### src/rtl/dual_rail_pkg.sv
// -----------------------------------------------------------------------------
// dual_rail_pkg
// Shared definitions for dual-rail (true/false rail) receive logic.
//   state_t        : deserializer FSM states (IDLE, RECV, ERROR)
//   CODE_ONE/ZERO  : legal {true, false} rail codes
//   is_valid_code  : 1 when exactly one rail is high
// No ports (package).
// -----------------------------------------------------------------------------
package dual_rail_pkg;

    typedef enum logic [1:0] {
        IDLE,
        RECV,
        ERROR
    } state_t;

    localparam logic [1:0] CODE_ONE  = 2'b10;
    localparam logic [1:0] CODE_ZERO = 2'b01;

    // 00 (spacer/stuck-low) and 11 (both rails high) are both illegal.
    function automatic logic is_valid_code(input logic t, input logic f);
        return t ^ f;
    endfunction

endpackage

### src/rtl/dual_rail_decode.sv
// -----------------------------------------------------------------------------
// dual_rail_decode
// Combinational decode of one dual-rail pair into a data bit and a valid flag.
// Ports:
//   i_rail_t  in   true rail (Q)
//   i_rail_f  in   false rail (Q-bar)
//   o_bit     out  decoded bit (meaningful only when o_valid=1)
//   o_valid   out  1 for the codes 10 (bit 1) and 01 (bit 0)
// -----------------------------------------------------------------------------
module dual_rail_decode
    import dual_rail_pkg::*;
(
    input  logic i_rail_t,
    input  logic i_rail_f,
    output logic o_bit,
    output logic o_valid
);

    logic [1:0] w_code;

    assign w_code  = {i_rail_t, i_rail_f};
    assign o_valid = is_valid_code(i_rail_t, i_rail_f);
    assign o_bit   = (w_code == CODE_ONE);

endmodule

### src/rtl/dual_rail_deserializer.sv
// -----------------------------------------------------------------------------
// dual_rail_deserializer
// Samples a dual-rail pair on SAMPLE, checks code validity and assembles WIDTH
// bits (MSB first) into DATA with a one-cycle DATA_VALID pulse.
//
// Optional feature (macro DUAL_RAIL_PARITY_EN): each frame carries one extra
// even-parity bit after the data bits; a mismatch sets sticky PAR_ERR and
// enters ERROR without updating DATA.
//
// Ports:
//   CLK         in   rising-edge clock
//   RST_n       in   asynchronous active-low reset
//   SAMPLE      in   rails evaluated only when 1
//   RAIL_T      in   true rail (Q)
//   RAIL_F      in   false rail (Q-bar)
//   CLR         in   synchronous clear of error state and partial frame
//   DATA        out  last completed frame
//   DATA_VALID  out  one-cycle pulse when DATA updates
//   CODE_ERR    out  sticky invalid-code flag
//   BUSY        out  partial frame in progress
//   PAR_ERR     out  sticky parity error (only with DUAL_RAIL_PARITY_EN)
//   BIT_CNT     out  bits accepted in the current frame
// -----------------------------------------------------------------------------
module dual_rail_deserializer
    import dual_rail_pkg::*;
#(
    parameter int WIDTH = 8,
`ifdef DUAL_RAIL_PARITY_EN
    localparam int CNT_W = $clog2(WIDTH + 2)
`else
    localparam int CNT_W = $clog2(WIDTH + 1)
`endif
) (
    input  logic             CLK,
    input  logic             RST_n,
    input  logic             SAMPLE,
    input  logic             RAIL_T,
    input  logic             RAIL_F,
    input  logic             CLR,
    output logic [WIDTH-1:0] DATA,
    output logic             DATA_VALID,
    output logic             CODE_ERR,
    output logic             BUSY,
`ifdef DUAL_RAIL_PARITY_EN
    output logic             PAR_ERR,
`endif
    output logic [CNT_W-1:0] BIT_CNT
);

`ifdef DUAL_RAIL_PARITY_EN
    // Holds all WIDTH data bits while the parity bit is being sampled.
    localparam int SHIFT_W    = WIDTH;
    localparam int FRAME_BITS = WIDTH + 1;
`else
    // The last data bit goes straight into DATA, so WIDTH-1 bits of history suffice.
    localparam int SHIFT_W    = WIDTH - 1;
    localparam int FRAME_BITS = WIDTH;
`endif

    localparam logic [CNT_W-1:0] LAST_CNT = CNT_W'(FRAME_BITS - 1);

    state_t             r_state;
    state_t             w_state_d;
    logic [CNT_W-1:0]   r_cnt;
    logic [CNT_W-1:0]   w_cnt_d;
    logic [SHIFT_W-1:0] r_shift;
    logic [SHIFT_W-1:0] w_shift_d;
    logic [WIDTH-1:0]   r_data;
    logic [WIDTH-1:0]   w_data_d;
    logic               r_valid;
    logic               w_valid_d;
`ifdef DUAL_RAIL_PARITY_EN
    logic               r_par_err;
    logic               w_par_err_d;
`endif

    logic               w_dec_bit;
    logic               w_dec_valid;
    logic [SHIFT_W:0]   w_shift_in;

    dual_rail_decode u_decode (
        .i_rail_t (RAIL_T),
        .i_rail_f (RAIL_F),
        .o_bit    (w_dec_bit),
        .o_valid  (w_dec_valid)
    );

    assign w_shift_in = {r_shift, w_dec_bit};

    always_ff @(posedge CLK or negedge RST_n) begin
        if (!RST_n) begin
            r_state   <= IDLE;
            r_cnt     <= '0;
            r_shift   <= '0;
            r_data    <= '0;
            r_valid   <= 1'b0;
`ifdef DUAL_RAIL_PARITY_EN
            r_par_err <= 1'b0;
`endif
        end else begin
            r_state   <= w_state_d;
            r_cnt     <= w_cnt_d;
            r_shift   <= w_shift_d;
            r_data    <= w_data_d;
            r_valid   <= w_valid_d;
`ifdef DUAL_RAIL_PARITY_EN
            r_par_err <= w_par_err_d;
`endif
        end
    end

    always_comb begin
        w_state_d   = r_state;
        w_cnt_d     = r_cnt;
        w_shift_d   = r_shift;
        w_data_d    = r_data;
        w_valid_d   = 1'b0;
`ifdef DUAL_RAIL_PARITY_EN
        w_par_err_d = r_par_err;
`endif

        if (CLR) begin
            // Clear wins over a same-cycle sample; that sample is dropped.
            w_state_d   = IDLE;
            w_cnt_d     = '0;
            w_shift_d   = '0;
`ifdef DUAL_RAIL_PARITY_EN
            w_par_err_d = 1'b0;
`endif
        end else begin
            unique case (r_state)
                IDLE, RECV: begin
                    if (SAMPLE) begin
                        if (!w_dec_valid) begin
                            w_state_d = ERROR;
                            w_cnt_d   = '0;
                            w_shift_d = '0;
                        end else if (r_cnt == LAST_CNT) begin
                            w_cnt_d   = '0;
                            w_shift_d = '0;
                            w_state_d = IDLE;
`ifdef DUAL_RAIL_PARITY_EN
                            // Even parity: XOR of data bits and parity bit must be 0.
                            if (^w_shift_in) begin
                                w_state_d   = ERROR;
                                w_par_err_d = 1'b1;
                            end else begin
                                w_data_d  = r_shift;
                                w_valid_d = 1'b1;
                            end
`else
                            w_data_d  = w_shift_in;
                            w_valid_d = 1'b1;
`endif
                        end else begin
                            w_shift_d = w_shift_in[SHIFT_W-1:0];
                            w_cnt_d   = r_cnt + CNT_W'(1);
                            w_state_d = RECV;
                        end
                    end
                end
                ERROR: begin
                    // Samples ignored; only CLR leaves this state.
                end
                default: begin
                    w_state_d = IDLE;
                end
            endcase
        end
    end

    assign DATA       = r_data;
    assign DATA_VALID = r_valid;
    assign BUSY       = (r_state == RECV);
    assign BIT_CNT    = r_cnt;
`ifdef DUAL_RAIL_PARITY_EN
    assign PAR_ERR    = r_par_err;
    // ERROR entered via parity mismatch does not count as a code error.
    assign CODE_ERR   = (r_state == ERROR) && !r_par_err;
`else
    assign CODE_ERR   = (r_state == ERROR);
`endif

endmodule

### config.mk
export PLATFORM = sky130hd
export DESIGN_NAME = dual_rail_deserializer
export DESIGN_NICKNAME = d
export VERILOG_FILES = /design/src/rtl/dual_rail_pkg.sv /design/src/rtl/dual_rail_decode.sv /design/src/rtl/dual_rail_deserializer.sv
export SDC_FILE = /design/constraint.sdc
export NUM_CORES = 1
export LEC_CHECK = 0
export CORE_MARGIN = 2
export CORE_UTILIZATION = 27
export CTS_CLUSTER_SIZE = 24
export DETAILED_ROUTE_END_ITERATION = 8
export SLEW_MARGIN = 20
export SYNTH_ARGS = -nofsm -noshare
export SYNTH_HDL_FRONTEND = slang
export SYNTH_SLANG_ARGS = --single-unit
### constraint.sdc
create_clock -name CLK -period 1.7 [get_ports CLK]
set_input_delay 0.255 -clock CLK [delete_from_list [all_inputs] [get_ports CLK]]
set_output_delay 0.255 -clock CLK [all_outputs]
set_load 0.03 [all_outputs]
==> reports/qor.csv, run 1 <==
metric,value,unit
status,completed,
endpoints failing setup,0,
crit-path max cell delay,0.47,ns
total power,901,uW
Layout area overhead,37.5,%
"Clk Latency, worst-skew pair",0.31,ns
"CP delay by family, top",buffers and inverters,
row cnt,21,
fin crit period,1.62,ns
Via Count,672,
crit path max fanout,4,
I/O pin count,21,
Final Hold Fails,0,
Worst R2R Setup Slack,0.09,ns
die area,4040,um2
synth warn,0,
initial core utilization,0.285,
HP Class,in -> async,
cts bufs inserted,3,
Core Region,3360,um2
RR Endpoint,BIT_CNT[3]$_DFFE_PN0P_,
cell leakage power,0.000690,uW
pwr dens,684,nW/um2
DIE HEIGHT,63.6,um
Critical Path RT,1.91,ns
buffers plus inverters on the worst setup path,3,
vias in the first global route,718,
Post-Synth Simple-Gate Area,0.146,
Synth Area in Compound Gates,0.111,
Crit. End Element,flip-flop,
CP arrival,1.83,ns
initial antenna violation count,0,
CP Class,in -> reg,
final wirelength,1890,um
syn nets,79,
peak supply drop,0.255,mV
share of post-route cells with drive strength above 1,0.324,
IO buf count,20,
CTS Buffer Depth,2,
"commonest cells after routing, fill and taps aside","dfrtp_1, clkdlybuf4s50_1, mux2_2, buf_4, a22o_1",
Cells after Synth,70,
Final Max Tran Viols,0,
DRC,0,
post-route insts no fill,148,
"CTS clk-pin slew, worst paths",0.11,ns
Sink Count,22,
DR vias/cell,4.54,
width of the die,63.6,um
Final period util,0.954,
largest family of logic cells by synthesized area,simple AND/OR/NAND/NOR gates,
Fillers,349,
clock root cell,clkbuf_4,
min setup slack post-route,0.0786,ns
"commonest non-fill, non-tap cell in the layout",dfrtp_1,
Post-Synth Adder-Cell Area,0.0392,
synthesized area per cell,13.7,um2
crit-path cells,clkdlybuf4s50_1 > inv_1 > ha_4 > nor4b_4 > buf_4 > nand2_2 > mux2_2,
Setup crit start kind,primary input,
MaxCap Viol Count,0,
antenna cells,0,
Crit-path slowest cell,clkdlybuf4s50_1,
Synth Cell Area,958,um2
"Seq/Total Area, Yosys",0.574,
Avg WL per Cell,12.7,um
Synth Area in XOR/XNOR,0,
placed instance count,142,
mux cell area share after synthesis,0.106,
global route total overflow,0,
Worst Skew,0.00181,ns
Final Wtd Congestion,0.813,
1st-iter DRT viols,7,
largest net degree at the start of global routing,23,
#FFs+latches synth,22,
hold buffers post-CTS,0,
Pre-antenna DRT Iters,4,
CTS H-tree lvls,1,
CP Launch Point,RAIL_T,
first-pass GRT wire length,3310,um
Slew HR,0.773,
f_max,617,MHz
Final #Nets,113,
DP Worst Slack,-0.380,ns
Tot GR Track Use,0.107,
library cells used by synthesis,25,
RSZ-0062 raised after global routing,no,
FF-to-FF path depth,4,
Post-DRT Antenna Nets,0,
dpl hpwl,1300,um
Reg-to-Reg Start,BIT_CNT[1]$_DFFE_PN0P_,
CTS tree,done,
Tightest Pin Transition,0.340,ns
[cells by family (layout without fill, tap and decap cells)]
group | count (synthesis) | after routing
fa+ha+maj | 3 | 3
buf+inv | 4 | 35
simple gates | 17 | 18
mux | 9 | 9
compound gates | 15 | 15
flops | 22 | 22
[state kept, by name (all words and copies together), names as in the netlist]
signal,flops
DATA,8
r_shift,7
BIT_CNT,4
r_state,2
DATA_VALID,1
[per-stage QoR]
step                      hold slack [ns]  utilization  instance area (um2)  setup TNS (ns)
after floorplan                   -0.0406            -                  961               0
after global placement              0.481        0.375                 1260           -5.85
after detailed placement            0.495        0.375                 1260           -6.32
after CTS                           0.275        0.386                 1300               0
after global routing                0.272        0.392                 1320               0
final                               0.274        0.392                 1320               0
[layout make-up]
cell class / instances / area [um2] / area share
clock buffers: 3 / 22.5 / 0.0171
inverters: 3 / 11.3 / 0.00855
multi-input cells: 45 / 405 / 0.308
flip-flops and latches: 22 / 553 / 0.420
well taps: 46 / 57.6 / 0.0437
repair buffers: 29 / 268 / 0.203
[how the worst max path moves through the flow]
stage / depth (start not counted) / endpoint
after floorplan: 4 / BIT_CNT[3]$_DFFE_PN0P_
after global placement: 6 / DATA[5]$_DFFE_PN0P_
after detailed placement: 6 / DATA[5]$_DFFE_PN0P_
after CTS: 7 / DATA[2]$_DFFE_PN0P_
after global routing: 4 / BIT_CNT[3]$_DFFE_PN0P_
final: 7 / DATA[6]$_DFFE_PN0P_
[power by group]
group	switching (uW)	internal, uW
clock network	153	82.9
registers	6.06	532
logic	68.1	59.2
[cell usage after synthesis]
cell,number,area (um2)
inv_1,3,11.3
o21ai_0,2,10.0
or2_2,1,6.26
or4_1,1,7.51
nand2b_4,1,13.8
nand2_4,1,11.3
and3b_2,1,10.0
nor2_2,1,6.26
buf_6,1,11.3
a21oi_1,4,20.0
dfrtp_1,22,551
a21o_1,1,7.51
nand2_1,1,3.75
nand3b_1,1,7.51
or4b_1,1,10.0
a22o_2,1,10.0
nor2b_1,3,18.8
nand3_1,1,5.00
nor2_1,2,7.51
and2b_2,1,8.76
a22o_1,6,52.6
ha_1,3,37.5
mux2_2,9,101
a31oi_1,1,6.26
nor4b_4,1,23.8
[metal layers]
metal | track usage | routed length [um] | up-vias
li1 | - | - | 318
met1 | 0.136 | 894 | 332
met2 | 0.167 | 880 | 17
met3 | 0.0214 | 65 | 5
met4 | 0.0652 | 46 | 0
met5 | 0 | 0 | -
[timing repair]
action | in CTS | in global routing
setup endpoints to repair | 12 | 7
setup buffers | 2 | 0
gates cloned | 1 | 0
pin swaps | 2 | 0
resized for setup | 4 | 4
Power figures use the tool's default switching activity.
==> run 2, diff against run 1 <==
Settings changed: PLACE_DENSITY set to 0.48.
==> reports/qor.csv, run 2 (synthesized netlist as in run 1, its figures left out) <==
metric,value,unit
Hold WS,0.293,ns
Slew HR,0.756,
peak supply drop,0.561,mV
pwr dens,704,nW/um2
global route total overflow,0,
DIE HEIGHT,63.6,um
crit path max fanout,5,
Via Count,660,
vias in the first global route,698,
"Clk Latency, worst-skew pair",0.30,ns
IO buf count,20,
f_max,603,MHz
Final Wtd Congestion,0.682,
fin crit period,1.66,ns
Core Region,3360,um2
Crit. End Element,flip-flop,
CTS tree,done,
Final period util,0.975,
Post-DRT Antenna Nets,0,
Post-Place Cell Area,1270,um2
1st-iter DRT viols,24,
hold buffers post-CTS,0,
share of post-route cells with drive strength above 1,0.346,
cts bufs inserted,3,
row cnt,21,
placed instance count,143,
DR vias/cell,4.40,
first-pass GRT wire length,3390,um
CTS Buffer Depth,2,
crit-path cells,clkdlybuf4s50_1 > inv_1 > ha_4 > buf_4 > or4b_1 > a21oi_2,
highest routed layer,met4,
CP arrival,1.89,ns
Pre-antenna DRT Iters,4,
Setup crit start kind,primary input,
"CTS clk-pin slew, worst paths",0.12,ns
Tightest Pin Transition,0.366,ns
antenna cells,0,
Detail Route met3 WL,29,um
HP Class,in -> async,
Final #Nets,114,
DRC,0,
Tot GR Track Use,0.109,
RSZ-0062 raised after global routing,no,
"commonest non-fill, non-tap cell in the layout",dfrtp_1,
final wirelength,1940,um
final instance area,1340,um2
Sink Count,22,
clock root cell,clkbuf_4,
status,completed,
CTS H-tree lvls,1,
"commonest cells after routing, fill and taps aside","dfrtp_1, clkdlybuf4s50_1, buf_4",
initial antenna violation count,0,
post-route insts no fill,150,
met2 WL,957,um
Worst Skew,0.00507,ns
crit-path max cell delay,0.54,ns
CP Class,in -> reg,
initial core utilization,0.285,
Layout area overhead,40.1,%
total power,945,uW
cell leakage power,0.000699,uW
largest net degree at the start of global routing,23,
Crit-path slowest cell,or4b_1,
Final Max Tran Viols,0,
Final Hold Fails,0,
width of the die,63.6,um
die area,4040,um2
DRT met1 WL,935,um
Critical Path RT,1.93,ns
Avg WL per Cell,12.9,um
endpoints failing setup,0,
I/O pin count,21,
max FFs per register,8,
Fin Setup TNS,0,ns
MaxCap Viol Count,0,
dpl hpwl,1340,um
run 2: final cells by class:
cell class	instances	area, um2
inverters	3	11.3
well taps	46	57.6
clock buffers	4	36.3
multi-input cells	45	408
fillers	352	2020
flip-flops and latches	22	553
repair buffers	30	277
run 2: critical path: cells and delay by family:
family	cells	cell delay, ns
AO/OA/AOI/OAI	1	0.16
buffers and inverters	3	0.69
adder cells (fa/ha/maj)	1	0.25
AND/OR/NAND/NOR	1	0.54
run 2: where the power goes:
| group | total, uW | internal (uW) | switching, uW |
|---|---|---|---|
| logic | 130 | 60.0 | 70.0 |
| registers | 537 | 532 | 5.33 |
| clock network | 278 | 130 | 148 |
run 2: timing repair:
item	CTS	global route
cloned	1	0
pin swaps	2	0
setup endpoints to repair	19	3
setup buffers	2	0
resized for setup	4	3
run 2: per-stage QoR:
stage	utilization	worst slack (ns)
2_1_floorplan	-	0.0735
3_3_place_gp	0.377	-0.354
3_5_place_dp	0.377	-0.396
4_1_cts	0.397	0.00896
5_1_grt	0.399	0.00263
6_report	0.399	0.0422
run 2: metal layers:
layer | global-route usage | up-vias
li1 | - | 323
met1 | 0.143 | 329
met2 | 0.172 | 6
met3 | 0.0321 | 2
met4 | 0.0326 | 0
met5 | 0 | -
run 2: worst paths after layout:
check	start	to	slack, ns	cells past startpoint
worst min register to register	r_shift[6]$_DFFE_PN0P_	r_shift[6]$_DFFE_PN0P_	0.51	1
worst min-delay path	RST_n	DATA_VALID$_DFF_PN0_	0.29	2
min in group CLK	r_shift[6]$_DFFE_PN0P_	r_shift[6]$_DFFE_PN0P_	0.51	1
worst max-delay path	RAIL_T	BIT_CNT[2]$_DFFE_PN0P_	0.04	6
max in group asynchronous	RST_n	BIT_CNT[1]$_DFFE_PN0P_	1.16	2
worst max register to register	BIT_CNT[1]$_DFFE_PN0P_	BIT_CNT[3]$_DFFE_PN0P_	0.10	4
